`src/rtl/echo_request_deframer.sv`:
```
// echo_request_deframer
//   Parses framed messages from a 32-bit valid/ready link into tagged request
//   records {tag, meth, v} and queues them in a small FIFO. The FIFO head is
//   presented on the enq_ena/enq_rdy interface that feeds the request dispatcher.
//
//   Frame format: header beat [31:16] tag, [15:0] len, followed by len payload
//   beats. Payload beat 0 becomes meth and beat 1 becomes v. Any further beats
//   are consumed and dropped. Fields with no payload beat read as zero.
//
// Parameters
//   DEPTH    output FIFO entries (power of two, >= 2)
//   MAX_LEN  largest legal payload length. A longer header pulses err, and the
//            frame is still parsed.
//
// Ports
//   CLK, nRST            clock, asynchronous active-low reset
//   in_valid/in_data     link beat in
//   in_ready             link beat accepted when in_valid && in_ready
//   enq_ena              head record valid
//   enq_tag/meth/v       head record fields (zero while the FIFO is empty)
//   enq_rdy              consumer takes the head when enq_ena && enq_rdy
//   err                  one-cycle pulse on an over-length header
//
// Optional build macro ECHO_DEFRAMER_STATS_EN adds:
//   msg_count[15:0]      records written to the FIFO (wraps)
//   err_count[7:0]       err pulses (saturates at 255)

module echo_request_deframer #(
    parameter int DEPTH   = 2,
    parameter int MAX_LEN = 255
) (
    input  logic        CLK,
    input  logic        nRST,
    input  logic        in_valid,
    input  logic [31:0] in_data,
    output logic        in_ready,
    output logic        enq_ena,
    output logic [15:0] enq_tag,
    output logic [31:0] enq_meth,
    output logic [31:0] enq_v,
    input  logic        enq_rdy,
    output logic        err
`ifdef ECHO_DEFRAMER_STATS_EN
    ,
    output logic [15:0] msg_count,
    output logic [7:0]  err_count
`endif
);

    localparam int          AW        = $clog2(DEPTH);
    localparam logic [AW:0] PTR_ONE   = (AW+1)'(1);
    localparam logic [15:0] MAX_LEN_W = 16'(MAX_LEN);

    localparam logic [1:0] HDR  = 2'd0;
    localparam logic [1:0] PAY  = 2'd1;
    localparam logic [1:0] PUSH = 2'd2;

    logic [1:0]  state, next_state;
    logic [15:0] cnt;
    logic [1:0]  idx;           // payload beat index, saturates at 2
    logic [15:0] tag_q;
    logic [31:0] meth_q, v_q;
    logic        err_q;
    logic        in_ready_q;

    logic [AW:0] wptr, rptr;
    logic [15:0] mem_tag  [DEPTH];
    logic [31:0] mem_meth [DEPTH];
    logic [31:0] mem_v    [DEPTH];

    logic        hdr_fire, pay_fire, last_beat;
    logic        full, empty, wr_en, rd_en;
    logic [31:0] rec_meth, rec_v;

    assign hdr_fire  = in_valid && in_ready_q && (state == HDR);
    assign pay_fire  = in_valid && in_ready_q && (state == PAY);
    assign last_beat = pay_fire && (cnt == 16'd1);

    assign full  = (wptr[AW] != rptr[AW]) && (wptr[AW-1:0] == rptr[AW-1:0]);
    assign empty = (wptr == rptr);

    // The final payload beat may carry meth or v itself. The record is therefore
    // built from the live beat so that it can be written in the same cycle.
    assign rec_meth = (pay_fire && idx == 2'd0) ? in_data : meth_q;
    assign rec_v    = (pay_fire && idx == 2'd1) ? in_data : v_q;

    // full is taken before any same-cycle read, so a full FIFO never accepts a write.
    assign wr_en = (last_beat || state == PUSH) && !full;
    assign rd_en = !empty && enq_rdy;

    always_comb begin
        next_state = state;
        case (state)
            HDR:     if (hdr_fire) next_state = (in_data[15:0] == 16'd0) ? PUSH : PAY;
            PAY:     if (last_beat) next_state = full ? PUSH : HDR;
            PUSH:    if (!full) next_state = HDR;
            default: next_state = HDR;
        endcase
    end

    always_ff @(posedge CLK or negedge nRST) begin
        if (!nRST) begin
            state      <= HDR;
            cnt        <= '0;
            idx        <= '0;
            tag_q      <= '0;
            meth_q     <= '0;
            v_q        <= '0;
            err_q      <= 1'b0;
            in_ready_q <= 1'b0;
        end else begin
            state      <= next_state;
            // in_ready is registered from the next state, so it reads 0 during reset.
            in_ready_q <= (next_state != PUSH);
            err_q      <= hdr_fire && (in_data[15:0] > MAX_LEN_W);
            if (hdr_fire) begin
                tag_q  <= in_data[31:16];
                cnt    <= in_data[15:0];
                idx    <= '0;
                meth_q <= '0;
                v_q    <= '0;
            end else if (pay_fire) begin
                cnt    <= cnt - 16'd1;
                meth_q <= rec_meth;
                v_q    <= rec_v;
                if (idx != 2'd2) idx <= idx + 2'd1;
            end
        end
    end

    always_ff @(posedge CLK or negedge nRST) begin
        if (!nRST) begin
            wptr <= '0;
            rptr <= '0;
        end else begin
            if (wr_en) wptr <= wptr + PTR_ONE;
            if (rd_en) rptr <= rptr + PTR_ONE;
        end
    end

    always_ff @(posedge CLK) begin
        if (wr_en) begin
            mem_tag[wptr[AW-1:0]]  <= tag_q;
            mem_meth[wptr[AW-1:0]] <= rec_meth;
            mem_v[wptr[AW-1:0]]    <= rec_v;
        end
    end

    assign in_ready = in_ready_q;
    assign err      = err_q;
    assign enq_ena  = !empty;
    // Storage is not reset. The outputs are masked so that they read zero while the FIFO is empty.
    assign enq_tag  = empty ? '0 : mem_tag[rptr[AW-1:0]];
    assign enq_meth = empty ? '0 : mem_meth[rptr[AW-1:0]];
    assign enq_v    = empty ? '0 : mem_v[rptr[AW-1:0]];

`ifdef ECHO_DEFRAMER_STATS_EN
    always_ff @(posedge CLK or negedge nRST) begin
        if (!nRST) begin
            msg_count <= '0;
            err_count <= '0;
        end else begin
            if (wr_en) msg_count <= msg_count + 16'd1;
            if (err_q && err_count != 8'hFF) err_count <= err_count + 8'd1;
        end
    end
`endif

endmodule

```
`config.mk`:
```
export PLATFORM = sky130hd
export DESIGN_NAME = echo_request_deframer
export DESIGN_NICKNAME = d
export VERILOG_FILES = /design/src/rtl/echo_request_deframer.sv
export SDC_FILE = /design/constraint.sdc
export NUM_CORES = 1
export LEC_CHECK = 0
export ABC_AREA = 0
export CAP_MARGIN = 10
export CORE_MARGIN = 2
export CORE_UTILIZATION = 57
export CTS_BUF_LIST = sky130_fd_sc_hd__clkbuf_16
export CTS_CLUSTER_SIZE = 12
export DETAILED_ROUTE_END_ITERATION = 16
export DONT_BUFFER_PORTS = 1
export PLACE_DENSITY = 0.74
export SLEW_MARGIN = 10
export SYNTH_ARGS = -nofsm -noshare
export SYNTH_HDL_FRONTEND = slang
export SYNTH_SLANG_ARGS = --single-unit
```
`constraint.sdc`:
```
create_clock -name CLK -period 6 [get_ports CLK]
set_input_delay 1.2 -clock CLK [delete_from_list [all_inputs] [get_ports CLK]]
set_output_delay 1.2 -clock CLK [all_outputs]
set_load 0.05 [all_outputs]
```
==> results.yml, run 1 <==
grt:
  grtUsageMet2_pct: 37.5
  met1_usage_pct: 33.4
  gr-max-usage-layer: "met2"
  grt_util_met3_pct: 4.31
  antenna_found_initial: 0
  grt_max_degree: 107
  gr-usage-all-layers_pct: 23.5
  grt_pass1_wl_um: 40700
  grt_pass1_vias: 7202
  grt_remaining_overflow: 0
synth:
  synth_commonest_cells: "edfxtp_1, dfrtp_1, nor2_1"
  synth_nets: 935
  synth_edf_count: 160
  syn_inst: 894
  yosysTopAreaCell: "edfxtp_1"
  synth-seq-cells: 266
  ys_warn_count: 0
  synthMostInstantiatedCell: "edfxtp_1"
  synth_top_area_share_pct: 40.0
  syn_avg_cell_area_um2: 13.5
  netlist-cell-type-count: 58
  ys_async_sr_fraction_pct: 39.8
  yosysSeqAreaShare_pct: 62.0
  netlist_area_um2: 12000
  synth_ff_type: "edfxtp_1"
  synth.area.top_cells: "edfxtp_1, dfrtp_1, mux2_2, mux2i_1, a22o_1"
clock_tree:
  cts_made_buffers: 26
  postCtsSetupBuffers: 0
  htreeDepth: 1
  cts_tree: "built"
  clkTransAtPathRegs_ps: 60
  hold_buffers: 0
  clk_path_buf_depth: 3
  cts_resized: 0
  clock-sinks: 266
  cts_root_buf: "clkbuf_16"
  insertion_delay_ps: 530
setup_path:
  worstSetupStartpointType: "flop"
  cp.arrival_ps: 3140
  max_stage_delay_ps: 800
  r2r_slack_ps: 2100
  cp_slowest_cell: "dfrtp_4"
  critPathCaptureType: "output port"
  cp.required_ps: 4800
  crit_chain: "buf_4 -> mux2i_1 -> nor2_1"
  worstRegToRegCells: 7
  path_max_fanout: 51
  crit_type: "flop to output port"
sta:
  hold_viol: 0
  fmax_mhz: 231
  slew_viol_final: 0
  setup_violations: 0
  skew_ps: 9.44
  tightest_slew_ps: 1220
  timing.final.crit_share_pct: 72.3
  fin_tns_setup_ps: 0
  rsz0062_at_grt: "no"
  slew_headroom_pct: 18.3
  fin_crit_ps: 4340
finish:
  n_antenna_cell: 0
  num-fill-cells: 1519
  regArea_um2: 7460
  area_delta_synth_final_pct: 7.55
  nNetsFinal: 909
  multi_input_area_um2: 4250
  design_area_um2: 12900
  drive_gt1_share_pct: 15.7
routing:
  viasPerCell: 6.35
  routedWlPerCell_um: 22.5
  dr.pass1.iters: 6
  drtAntennaViolNets: 0
  drt-initial-drc-count: 688
  drc_errors: 0
  vias: 7389
  finalWirelength_um: 26200
die:
  design.core.area_um2: 20900
  io_pins: 119
  fp.dieH_um: 149
  die_area_um2: 22300
  rows: 53
  initial_core_util_pct: 57.6
  dieWidth_um: 149
placement:
  placed_area_um2: 12200
  place_hpwl_um: 16100
  place.gp.congestion: 0.781
  io_buffers: 0
run:
  drv_cap: 0
outcome:
  status: "finished clean"
power:
  pwr_density_cell_nw_per_um2: 545
  p_leak_nw: 5.11
  vdd_drop_max_uv: 207
min_path:
  worstHoldPathType: "primary input to asynchronous set/reset pin"
-- power by group --
part | total [W] | internal (W) | switching, W
clock | 0.00145 | 0.000803 | 0.000648
combinational | 0.00279 | 0.000928 | 0.00186
sequential | 0.00281 | 0.00245 | 0.000361
total | 0.00705 | 0.00418 | 0.00287
-- worst max-delay path: cells and delay by family, from the launching register on --
kind          cells  cell delay, ps
flops             1             800
buf+inv           1             780
simple gates      1             720
mux               1             210
-- layer usage --
metal / share of wire (%) / wire length, um
met5: 0 / 0
met1: 42 / 11000
met4: 2.0 / 530
met2: 49 / 12700
met3: 7.3 / 1930
-- logic make-up after synthesis --
family	Yosys count	share of synthesized area, %
DFF	266	62.0
xor gates and xnor gates	6	0.437
AOI/OAI and AO/OA	187	11.6
and+or+nand+nor	193	8.15
adders and majority gates	5	0.520
buffers and inverters	74	2.85
muxes	163	14.4
-- final cells by class --
class	instances	share of cell area (%)
well taps	275	2.66
clock inverters	21	0.609
clock buffers	27	5.22
flip-flops and latches	266	57.7
multi-input cells	554	32.8
inverters	10	0.290
repair buffers	10	0.677
-- cell usage in the layout (no fill, tap or decap), types with 21 or more instances in the layout --
master	n
o21ai_0	23
nand2_1	33
edfxtp_1	160
clkbuf_16	27
mux2i_1	83
mux2_2	77
nor2_1	91
a22o_1	92
inv_1	27
dfrtp_1	104
a21oi_1	35
and3_1	21
-- path summary, 6_finish.rpt --
| check | endpoint | from |
|---|---|---|
| worst max-delay path | enq_v[13] | rptr[0]$_DFFE_PN0P_ |
| worst min-delay path | tag_q[5]$_DFFE_PN0N_ | nRST |
| worst max register to register | mem_v[1][3]$_DFFE_PP_ | idx[1]$_DFFE_PN0P_ |
| worst min register to register | mem_tag[1][8]$_DFFE_PP_ | tag_q[8]$_DFFE_PN0N_ |
| max in group asynchronous | rptr[0]$_DFFE_PN0P_ | nRST |
| min in group CLK | mem_tag[1][8]$_DFFE_PP_ | tag_q[8]$_DFFE_PN0N_ |
-- state kept, by name, indices dropped and copies added, names as in the netlist --
signal / cells
wptr: 2
v_q: 32
idx: 2
err: 1
state: 2
rptr: 2
meth_q: 32
in_ready: 1
tag_q: 16
mem_tag: 32
mem_meth: 64
cnt: 16
mem_v: 64
-- through the flow --
| step | utilization (%) | hold slack (ps) | setup slack, ps | instances | power [W] |
|---|---|---|---|---|---|
| floorplan | - | 438 | 334 | 894 | 0.00517 |
| global placement | 58.3 | 446 | 2230 | 1115 | 0.00548 |
| detailed placement | 58.3 | 451 | 2060 | 1115 | 0.00562 |
| CTS | 61.9 | 357 | 1590 | 1163 | 0.00706 |
| global route | 61.9 | 354 | 1450 | 1163 | 0.00736 |
| finish | 61.9 | 374 | 1660 | 1163 | 0.00705 |
No activity file was read; power rests on OpenSTA's default activity.
==> inputs of run 2 (changes only) <==
Settings changed: CORE_UTILIZATION 57 to 60, PLACE_DENSITY 0.74 to 0.75.
Clock period 6 ns to 4.1 ns, I/O delays scaled along.
==> results.yml, run 2 (synthesized netlist as in run 1, its figures left out) <==
outcome:
  status: "finished clean"
grt:
  grt_max_degree: 107
  gr-usage-all-layers_pct: 25.9
  antenna_found_initial: 0
  grt_remaining_overflow: 0
  grt_pass1_wl_um: 44100
  grt_pass1_vias: 8145
finish:
  drive_gt1_share_pct: 23.3
  stdcell_count: 1243
  design_area_um2: 13600
  postLayoutCoreUtil_pct: 69.6
  n_antenna_cell: 0
  final_common_cell: "edfxtp_1"
  area_delta_synth_final_pct: 13.4
  final_cell_mix: "edfxtp_1, dfrtp_1, buf_4"
  nNetsFinal: 998
  num-fill-cells: 1349
sta:
  fin_tns_setup_ps: 0
  hold_viol: 0
  fmax_mhz: 273
  fin_crit_ps: 3670
  setup_violations: 0
  slew_headroom_pct: 31.8
  timing.final.crit_share_pct: 89.5
  holdWs_ps: 169
  tightest_slew_ps: 1020
  rsz0062_at_grt: "no"
  skew_ps: 13.6
  slew_viol_final: 0
min_path:
  worstHoldPathType: "primary input to asynchronous set/reset pin"
routing:
  drtAntennaViolNets: 0
  vias: 7943
  finalWirelength_um: 27800
  dr.pass1.iters: 5
  maxUsedRoutingLayer: "met4"
  wl_met3_um: 1970
  drt-met1-wl_um: 11600
  met2WireLength_um: 13600
  drc_errors: 0
  drt-initial-drc-count: 814
  viasPerCell: 6.39
  routedWlPerCell_um: 22.4
setup_path:
  crit_type: "flop to output port"
  cp.arrival_ps: 2850
  worstSetupStartpointType: "flop"
  cp.required_ps: 3280
  path_buf_inv: 2
  worstRegToRegCells: 7
  cp_slowest_cell: "dfrtp_4"
  critPathCaptureType: "output port"
  r2r-start: "idx[1]$_DFFE_PN0P_"
  r2r_end: "mem_v[1][27]$_DFFE_PP_"
  crit_family: "flip-flops"
  max_stage_delay_ps: 820
  path_max_fanout: 37
  r2r_slack_ps: 900
  crit_chain: "xnor2_1 -> and2_2 -> buf_4 -> nor2_1 -> buf_4"
  crit_path_frequent_cell: "buf_4"
placement:
  dpl.cell_count: 1192
  placed_area_um2: 12800
  place.gp.congestion: 0.818
  place_hpwl_um: 17400
  io_buffers: 0
clock_tree:
  postCtsSetupBuffers: 0
  insertion_delay_ps: 530
  hold_buffers: 1
  clock-sinks: 266
  cts_root_buf: "clkbuf_16"
  cts_tree: "built"
  clk_path_buf_depth: 3
  cts_resized: 0
  cts_made_buffers: 27
  htreeDepth: 1
  clkTransAtPathRegs_ps: 60
run:
  drv_cap: 0
die:
  die_area_um2: 21200
  dieWidth_um: 146
  rows: 51
  io_pins: 119
  design.core.area_um2: 19600
  fp.dieH_um: 146
  initial_core_util_pct: 61.4
power:
  vdd_drop_max_uv: 460
  p_leak_nw: 5.56
  pwr_density_cell_nw_per_um2: 807
run 2: cell types whose count changed in the layout (fill, tap and decap cells not counted), sizes merged:
cell	previous run	this run
clkinv	2	5
buf	10	98
inv	29	28
run 2: metrics by stage:
| stage | setup WS, ps | power (W) |
|---|---|---|
| floorplan | 157 | 0.00757 |
| global placement | 1030 | 0.00860 |
| detailed placement | 983 | 0.00882 |
| CTS | 400 | 0.0110 |
| global route | 294 | 0.0115 |
| finish | 432 | 0.0110 |
run 2: final cells by class:
cell class | count | area, um2 | share of cell area [%]
multi-input cells | 554 | 4250 | 31.2
well taps | 265 | 332 | 2.43
clock buffers | 27 | 676 | 4.96
flip-flops and latches | 266 | 7460 | 54.7
clock inverters | 23 | 96.3 | 0.707
repair buffers | 98 | 781 | 5.73
inverters | 10 | 37.5 | 0.275
run 2: where the power goes:
| group | total [W] | leakage, nW | switching, W | internal (W) |
|---|---|---|---|---|
| clock | 0.00215 | 0.438 | 0.000965 | 0.00118 |
| sequential | 0.00410 | 2.66 | 0.000522 | 0.00358 |
| combinational | 0.00475 | 2.46 | 0.00291 | 0.00183 |
run 2: worst max-delay path by stage:
| stage | startpoint | depth (start not counted) | end |
|---|---|---|---|
| after floorplan | in_valid | 5 | mem_meth[0][0]$_DFFE_PP_ |
| after global placement | rptr[0]$_DFFE_PN0P_ | 4 | enq_meth[30] |
| after detailed placement | idx[1]$_DFFE_PN0P_ | 7 | mem_v[1][27]$_DFFE_PP_ |
| after CTS | rptr[0]$_DFFE_PN0P_ | 5 | enq_tag[11] |
| after global routing | rptr[0]$_DFFE_PN0P_ | 5 | enq_meth[20] |
| final | rptr[0]$_DFFE_PN0P_ | 5 | enq_tag[11] |
run 2: worst reg2reg max path: stages (launching register included):
cell and delay, ps:
dfrtp_1 410, inv_1 110, ha_1 590, inv_2 490, nor2_2 240, nand2_1 390
buf_4 360, mux2_1 350
run 2: metal layers:
metal  vias up  GRT usage [%]
li1       3497              -
met1      4058           35.9
met2       338           42.7
met3        50           4.08
met4         0           8.38
met5         -              0
